===== config.mk =====
export PLATFORM = sky130hd
export DESIGN_NAME = timer_prog
export DESIGN_NICKNAME = d
export VERILOG_FILES = /design/src/rtl/timer_pkg.sv /design/src/rtl/timer_prescaler.sv /design/src/rtl/timer_prog.sv
export SDC_FILE = /design/constraint.sdc
export NUM_CORES = 1
export LEC_CHECK = 0
export CORE_AREA = 2 2 87 123
export DETAILED_ROUTE_END_ITERATION = 12
export DIE_AREA = 0 0 89 125
export SYNTH_ARGS = -nofsm -noshare
export SYNTH_HDL_FRONTEND = slang
export SYNTH_SLANG_ARGS = --single-unit

===== constraint.sdc =====
create_clock -name clk -period 2.1 [get_ports clk]
set_input_delay 0.42 -clock clk [delete_from_list [all_inputs] [get_ports clk]]
set_output_delay 0.42 -clock clk [all_outputs]
set_load 0.02 [all_outputs]

===== src/rtl/timer_pkg.sv =====
// rtl/timer_pkg.sv - shared state and mode encodings for the programmable timer
package timer_pkg;

   typedef enum logic {
      ST_IDLE = 1'b0,
      ST_RUN  = 1'b1
   } state_t;

   localparam logic MODE_PERIODIC = 1'b0;
   localparam logic MODE_ONESHOT  = 1'b1;

endpackage


===== src/rtl/timer_prescaler.sv =====
// rtl/timer_prescaler.sv - divide-by-(prescale+1) step generator for the timer
module timer_prescaler #(
   parameter int PRE_WIDTH = 8
) (
   input  logic                 clk,
   input  logic                 reset_n,
   input  logic                 clr,
   input  logic                 en,
   input  logic [PRE_WIDTH-1:0] prescale,
   output logic                 step
);

   logic [PRE_WIDTH-1:0] cnt;

   assign step = en && (cnt == prescale);

   // Wraps at prescale, never at 2^PRE_WIDTH.
   always_ff @(posedge clk or negedge reset_n) begin
      if (!reset_n) begin
         cnt <= '0;
      end else if (clr) begin
         cnt <= '0;
      end else if (en) begin
         cnt <= step ? '0 : cnt + 1'b1;
      end
   end

endmodule


===== src/rtl/timer_prog.sv =====
// rtl/timer_prog.sv - programmable single-channel timer with prescaler, modes, tick and sticky irq
module timer_prog
   import timer_pkg::*;
#(
   parameter int WIDTH     = 16,
   parameter int PRE_WIDTH = 8
) (
   input  logic                 clk,
   input  logic                 reset_n,
   input  logic                 start,
   input  logic                 stop,
   input  logic                 mode,
   input  logic [WIDTH-1:0]     load_value,
   input  logic [PRE_WIDTH-1:0] prescale,
   input  logic                 irq_clear,
   output logic [WIDTH-1:0]     count,
   output logic                 running,
   output logic                 tick,
   output logic                 irq
);

   state_t               state;
   logic [WIDTH-1:0]     t_shadow;
   logic [PRE_WIDTH-1:0] p_shadow;
   logic                 mode_shadow;
   logic                 run_en;
   logic                 step;
   logic                 wrap;

   // stop and start both override counting on their edge, so neither can produce a tick.
   assign run_en = (state == ST_RUN) && !stop && !start;
   assign wrap   = step && (count == t_shadow);

   timer_prescaler #(
      .PRE_WIDTH(PRE_WIDTH)
   ) u_prescaler (
      .clk      (clk),
      .reset_n  (reset_n),
      .clr      (stop | start),
      .en       (run_en),
      .prescale (p_shadow),
      .step     (step)
   );

   always_ff @(posedge clk or negedge reset_n) begin
      if (!reset_n) begin
         state       <= ST_IDLE;
         running     <= 1'b0;
         count       <= '0;
         t_shadow    <= '0;
         p_shadow    <= '0;
         mode_shadow <= MODE_PERIODIC;
         tick        <= 1'b0;
         irq         <= 1'b0;
      end else begin
         tick <= wrap;
         irq  <= wrap | (irq & ~irq_clear);
         if (stop) begin
            state   <= ST_IDLE;
            running <= 1'b0;
         end else if (start) begin
            t_shadow    <= load_value;
            p_shadow    <= prescale;
            mode_shadow <= mode;
            count       <= '0;
            state       <= ST_RUN;
            running     <= 1'b1;
         end else if (step) begin
            if (count == t_shadow) begin
               count <= '0;
               if (mode_shadow == MODE_ONESHOT) begin
                  state   <= ST_IDLE;
                  running <= 1'b0;
               end else begin
                  // New period length takes effect only at the wrap, keeping the current period intact.
                  t_shadow <= load_value;
               end
            end else begin
               count <= count + 1'b1;
            end
         end
      end
   end

endmodule


==> results of run 1 <==
==> cell families after synthesis <==
logic type      share of synthesized area
flops                              0.4747
fa+ha+maj                        0.009127
compound gates                     0.1059
simple gates                       0.1917
mux                               0.08763
xor+xnor                          0.09539
buf+inv                           0.03560
==> cells in the mapped netlist, drive strengths merged, types with 2 or more instances <==
cell type / n / area, um^2
clkbuf: 2 / 7.510
buf: 7 / 56.29
nand3: 4 / 20.02
a21o: 9 / 67.56
a31o: 2 / 17.52
a22o: 6 / 52.55
mux2: 18 / 240.2
and2: 3 / 18.77
xnor2: 17 / 156.4
nor4: 7 / 58.81
and4: 4 / 35.03
o22ai: 5 / 31.28
nor3: 5 / 25.02
inv: 9 / 33.78
and3: 5 / 31.28
nor2b: 3 / 18.77
xor2: 12 / 105.1
nand2: 38 / 142.6
nor4b: 3 / 26.28
ha: 2 / 25.02
dfrtp: 52 / 1301
nand4: 9 / 62.56
o21ai: 11 / 55.05
nor2: 18 / 67.56
==> critical path: stages (launching register included) <==
cell and delay, ns:
dfrtp_1 0.45, xnor2_2 0.20, nand4_2 0.18, nor4_4 0.35, a41o_4 0.29, clkbuf_16 0.17
mux2_4 0.29
==> worst min path at each step <==
stage          startpoint            to  slack (ns)  depth (start not counted)
2_1_floorplan     reset_n      count[0]        0.12                          0
3_3_place_gp      reset_n  t_shadow[12]        0.40                          1
3_5_place_dp      reset_n  t_shadow[15]        0.40                          1
4_1_cts           reset_n  t_shadow[15]        0.09                          1
5_1_grt           reset_n  t_shadow[12]        0.11                          1
6_report          reset_n  t_shadow[12]        0.08                          1
==> sequential cells by signal, summed over array words and instances (netlist names) <==
register         flops
count               16
t_shadow            16
p_shadow             8
u_prescaler.cnt      8
irq                  1
mode_shadow          1
state                1
tick                 1
==> routing by layer <==
layer  part of all wire  global-route usage
met1               0.43              0.1462
met2               0.53              0.2204
met3              0.034             0.02442
met4             0.0090             0.03248
met5                  0                   0
==> power groups by stage <==
stage	Clock (mW)	Sequential (mW)	Combinational [mW]
detailed placement	0	1.18	0.490
CTS	0.802	1.16	0.492
floorplan	0	1.19	0.258
global route	0.854	1.18	0.565
global placement	0	1.18	0.477
finish	0.789	1.17	0.517
==> final cells by class <==
class	instances	area, um^2	share of cell area
multi-input combinational	191	1408	0.3649
sequential	52	1303	0.3377
timing repair buffer	86	803.3	0.2082
tap	138	172.7	0.04476
clock buffer	7	132.6	0.03438
inverter	9	33.78	0.008758
clock inverter	1	5.005	0.001297
==> through the flow <==
step / hold WS (ns) / cell area (um^2) / setup TNS [ns] / setup WS [ns]
CTS: 0.09264 / 3775 / 0 / 0.01609
global placement: 0.3993 / 3637 / -0.04450 / -0.008384
floorplan: 0.1244 / 2756 / -1.255 / -0.1241
detailed placement: 0.4021 / 3637 / -0.1426 / -0.02860
finish: 0.07809 / 3857 / 0 / 0.02566
global route: 0.1117 / 3857 / -0.9556 / -0.07416
==> impl_results.md, run 1 <==
* Root Buffer: clkbuf_16
* Skew-Pair Late Insertion Delay at 0.29 ns
* CTS Buf Count at 5
* # rows at 44
* Critical Path End: t_shadow[8]
* Starting Density at 0.2706
* CP Class: reg2reg
* CP Launch Point: count[15]
* First DRT Iteration DRCs at 87
* Hold crit path type: in2async
* Utilization after layout at 0.3808
* DR vias/cell at 4.595
* Area grow syn2layout at 40.71%
* Initial antenna violation count at 0
* Max Fclk at 482.1 MHz
* Fillers at 1,054
* Synth Warn # at 0
* Cell total after placement at 475
* Sequential fraction of the synthesis area at 0.4747
* Final Hold Viols at 0
* Post-CTS setup buffers at 0
* First-pass GRT wire length at 10,830 um
* Nets at 377
* R2R cell count at 6
* Clk network pwr share at 0.319
* Layout cells sized above 1 at 0.2225
* Clk_skew at 0.009476 ns
* CTS sink cnt at 52
* Hold buffers post-CTS at 0
* Gpl congestion at 0.8001
* Congestion Overflow GR at 0
* Period utilisation layout at 0.9878
* Die width at 89 um
* Clk buf depth at 2
* Post-DP HPWL at 4874 um
* Pwr per Cell Area at 640.5 mW/mm^2
* Via count of the first global-routing pass at 2,342
* CTS tree: yes
* FF-to-FF setup slack at 0.03 ns
* Post-synth cell types at 42
* Status: complete, no violations
* Worst VDD drop at 0.0003229 V
* Ports at 49
* Combinational Power Share at 0.209
* Gates resized, CTS repair at 0
* Power Total at 2.471 mW
* Peak fanout along the critical path at 8
* Yosys reg bits at 52
* EDFF count, synth at 0
* Drt pass-1 iters at 4
* Avg Inst Size Synth at 10.50 um^2
* Fin crit period at 2.074 ns
* Post-DRT Antenna Nets at 0
* Most frequent cells in the layout: 51 x dfrtp_1, 47 x clkdlybuf4s50_1, 38 x nand2_1, 35 x buf_4, 18 x nor2_1
* Worst-path clk slew at 0.07 ns
* Most common cell after layout, fill and taps aside: dfrtp_1
* Syn Nets at 293
* Startpoint Class: register
* FF-to-FF End: t_shadow[8]
* Register share of total power at 0.472
* Post-Syn Instances at 261
* Max Slew Vio Count at 0
* Ant. Diodes at 0
* Die area at 0.01113 mm^2
* Worst Setup End Kind: register
* Worst slew margin at 0.6861
* Mapped cell area at 0.002741 mm^2
* Leak Pwr at 1.789 nW
* IO Port Bufs at 48
* MaxCap Viol Count at 0
* Worst R2R Start: count[15]
* RSZ-0062 raised after global routing: yes
* Tightest Pin Transition at 0.4709 ns
* Top FF cell, synth: dfrtp_1
* Wire per inst at 13.61 um
* Chip height at 125 um
* Sw Share at 0.2609
* Critical Path RT at 2.27 ns
* Final setup fails at 0
* Max H-tree Level at 2
* Internal power at 1.826 mW
* Core area at 0.01013 mm^2
* Via count at 2,224
* Largest net degree at the start of global routing at 23
* All-Layer GR Usage at 0.1229
* Synth async-reset ratio at 1.000
* Crit path arrival time at 2.24 ns
* Residual DRC at 0
* Post-Route WL at 6588 um
* Non-Filler Instances at 484
* Switching power total at 0.6446 mW
Power figures use the tool's default switching activity.
==> inputs of run 2 (changes only) <==
--- a/config.mk
+++ b/config.mk
@@ -5,9 +5,10 @@
 export SDC_FILE = /design/constraint.sdc
 export NUM_CORES = 1
 export LEC_CHECK = 0
-export CORE_AREA = 2 2 87 123
+export CORE_AREA = 2 2 85 120
 export DETAILED_ROUTE_END_ITERATION = 12
-export DIE_AREA = 0 0 89 125
+export DIE_AREA = 0 0 87 122
 export SYNTH_ARGS = -nofsm -noshare
 export SYNTH_HDL_FRONTEND = slang
+export SYNTH_HIERARCHICAL = 1
 export SYNTH_SLANG_ARGS = --single-unit
==> run 2 against run 1 <==
Hold slack got worse by 0.0038 ns. Critical path depth increased by 5. Worst setup slack lost 0.0059 ns. Clock skew is 0.00087 ns lower. Global-route usage is 0.45 points higher. Power is 2.6% lower. Maximum frequency is 0.28% lower. Critical path type unchanged. Largest cell class unchanged.
==> impl_results.md, run 2 <==
* Status: complete, no violations
* Internal power at 1.853 mW (+1.5%)
* Area grow syn2layout at 47.60%
* Initial antenna violation count at 0 (unchanged)
* Largest regs: count (16), t_shadow (16)
* Final Hold Viols at 0 (unchanged)
* Gpl congestion at 0.7615 (-4.8%)
* IO Port Bufs at 48 (unchanged)
* Switching power total at 0.5520 mW (-14%)
* Hold crit path type: in2async
* Post-Syn Instances at 224 (-14%)
* Clk_skew at 0.008608 ns (-0.0008680 ns)
* First-pass GRT wire length at 10,460 um (-3.4%)
* MaxCap Viol Count at 0 (unchanged)
* Combinational Power Share at 0.137 (-0.072)
* Crit path cell chain: xnor2_1, nand4_1, nor3_4, buf_4, o21ba_4, nand4_1, buf_6, buf_4, nor2_4, xnor2_1, nor2_1
* EDFF count, synth at 0 (unchanged)
* Most frequent cell after synthesis: dfrtp_1
* Post-synth top cells: 52 x dfrtp_1, 36 x xnor2_1, 23 x nor2_1, 15 x mux2_2, 11 x nand4_1
* Via count at 1,950 (-12%)
* Post-DRT Antenna Nets at 0 (unchanged)
* Yosys reg bits at 52 (unchanged)
* Period utilisation layout at 0.9906 (+0.002810)
* Ports at 49 (unchanged)
* Max Slew Vio Count at 0 (unchanged)
* Worst slew margin at 0.6733 (-0.01275)
* Drt pass-1 iters at 4 (unchanged)
* Peak fanout along the critical path at 6 (-2)
* CTS sink cnt at 52 (unchanged)
* # rows at 43 (-2.3%)
* Sequential fraction of the synthesis area at 0.4945 (+0.01986)
* Post-DP HPWL at 4652 um (-4.6%)
* Hold Worst Slack at 0.07429 ns (-0.003799 ns)
* Skew-Pair Late Insertion Delay at 0.29 ns (about the same)
* Fillers at 912 (-13%)
* Avg Inst Size Synth at 11.75 um^2 (+12%)
* Starting Density at 0.2732 (+0.002596)
* Post-synth cell types at 43 (+2.4%)
* Post-synthesis adder-cell area fraction at 0.009510 (+0.0003820)
* All-Layer GR Usage at 0.1274 (+0.004490)
* Worst VDD drop at 0.0004770 V (+48%)
* Leak Pwr at 1.659 nW (-7.3%)
* Layout cells sized above 1 at 0.3238 (+0.1013)
* Max Fclk at 480.7 MHz (-0.28%)
* CP max-delay cell: dfrtp_1
* Critical Path RT at 2.28 ns (about the same)
* Most frequent cells in the layout: 52 x dfrtp_1, 45 x clkdlybuf4s50_1, 35 x xnor2_1, 35 x buf_4, 18 x nor2_1
* Via count of the first global-routing pass at 2,089 (-11%)
* Most common cell after layout, fill and taps aside: dfrtp_1
* DR vias/cell at 4.567 (-0.62%)
* Pwr per Cell Area at 619.4 mW/mm^2 (-3.3%)
* Clk buf depth at 2 (unchanged)
* Crit path arrival time at 2.26 ns (+0.02 ns)
* XOR/XNOR Fraction of Synth Area at 0.1460 (+0.05059)
* Biggest area consumer among synthesized cells: dfrtp_1
* Mapped cell area at 0.002631 mm^2 (-4.0%)
* Ant. Diodes at 0 (unchanged)
* Mux cell area share after synthesis at 0.1213 (+0.03362)
* Register share of total power at 0.471 (about the same)
* Tightest Pin Transition at 0.4887 ns (+0.01776 ns)
* Synth Warn # at 6 (+6)
* Die area at 0.01061 mm^2 (-4.6%)
* Worst Setup End Kind: register
* Clk network pwr share at 0.392 (+0.073)
* Core area at 0.009630 mm^2 (-4.9%)
* Root Buffer: clkbuf_16
* Sw Share at 0.2295 (-0.03142)
* Startpoint Class: register
* Synth async-reset ratio at 1.000 (unchanged)
* First DRT Iteration DRCs at 43 (-51%)
* RSZ-0062 raised after global routing: yes
* CP Class: reg2reg
* CP max stage delay at 0.40 ns (-0.05 ns)
* Fin crit period at 2.080 ns (+0.005901 ns)
* Power Total at 2.405 mW (-2.6%)
* CTS Buf Count at 5 (unchanged)
* CTS tree: yes
* Synth top area share at 0.4945 (+0.01986)
* Synth Area in Compound Gates at 0.04565 (-0.06024)
* Largest family of logic cells by synthesized area: simple AND/OR/NAND/NOR gates
* Syn Nets at 256 (-13%)
* Die width at 87 um (-2.2%)
* CP Launch Point: p_shadow[0]
* Max H-tree Level at 2 (unchanged)
* Nets at 346 (-8.2%)
* Largest cells by area after synthesis: dfrtp_1 49%, xnor2_1 12%, mux2_2 6.4%
* Residual DRC at 0 (unchanged)
* Worst R2R Start: p_shadow[0]
* Worst-path clk slew at 0.07 ns (about the same)
* Wire per inst at 15.07 um (+11%)
* Top FF cell, synth: dfrtp_1
* Largest net degree at the start of global routing at 35 (+52%)
* Post-Route WL at 6433 um (-2.4%)
* Post-Synth Simple-Gate Area at 0.1526 (-0.03905)
* Congestion Overflow GR at 0 (unchanged)
* Final setup fails at 0 (unchanged)
* Chip height at 122 um (-2.4%)
## run 2: cell count changes after synthesis, sizes merged, moves of 4 or more
cell	delta
nor3	+8
o21ai	-11
a21o	-8
nor4	-5
nor2	+6
a22o	-5
nand2	-28
xnor2	+20
o22ai	-4
xor2	-6
mux2	+7
## run 2: worst paths after layout
check                         endpoint  slack (ns)  depth (start not counted)
max                           count[8]        0.02                         11
min                          count[13]        0.07                          1
max reg2reg                   count[8]        0.02                         11
min reg2reg                        irq        0.49                          1
max in group asynchronous  p_shadow[2]        1.48                          2
min in group clk                   irq        0.49                          1
## run 2: critical path: cells and delay by family (launching register included)
family	cells	cell delay, ns
AND/OR/NAND/NOR	5	0.71
buffers and inverters	3	0.45
flip-flops	1	0.40
XOR/XNOR	2	0.28
AO/OA/AOI/OAI	1	0.16
## run 2: cell type report
type                    instances  area, um^2  area share
clock buffers                   5       125.1     0.03222
clock inverters                 3       46.29     0.01192
inverters                       9       33.78    0.008698
multi-input cells             157        1380      0.3553
flip-flops and latches         52        1301      0.3351
well taps                     112       140.1     0.03608
repair buffers                 89       857.1      0.2207
## run 2: layer usage
| layer | up-vias | track usage | share of wire |
|---|---|---|---|
| met3 | 7 | 0.03455 | 0.054 |
| met5 | - | 0 | 0 |
| met2 | 45 | 0.2276 | 0.54 |
| met4 | 0 | 0.04297 | 0.012 |
| li1 | 943 | - | - |
| met1 | 955 | 0.1438 | 0.39 |
## run 2: logic make-up after synthesis
family / Yosys count
and+or+nand+nor: 74
DFF: 52
xor gates and xnor gates: 43
muxes: 25
buffers and inverters: 15
AOI/OAI and AO/OA: 13
adders and majority gates: 2
## run 2: what timing repair did
item / CTS / global route
pin swaps: 12 / 13
setup buffers: 8 / 4
hold buffers: 0 / 0
gates cloned: 1 / 1
setup endpoints to repair: 24 / 31
gates resized for setup: 12 / 15
## run 2: power by group through the flow
stage          registers (mW)  logic [mW]  clock network, mW
6_report                 1.13       0.330              0.944
2_1_floorplan            1.14       0.196                  0
3_3_place_gp             1.15       0.307                  0
5_1_grt                  1.14       0.361               1.01
4_1_cts                  1.13       0.328              0.971
3_5_place_dp             1.15       0.312                  0
## run 2: metrics by stage
stage,cell area (um^2),instances,setup slack [ns],utilization,TNS [ns]
6_report,3884,427,0.01976,0.4033,0
3_3_place_gp,3487,408,-0.3738,0.3621,-9.407
5_1_grt,3884,427,-0.1774,0.4033,-1.950
4_1_cts,3792,425,-0.003275,0.3938,-0.003275
3_5_place_dp,3487,408,-0.4494,0.3621,-10.89
2_1_floorplan,2676,224,-0.2788,-,-5.151
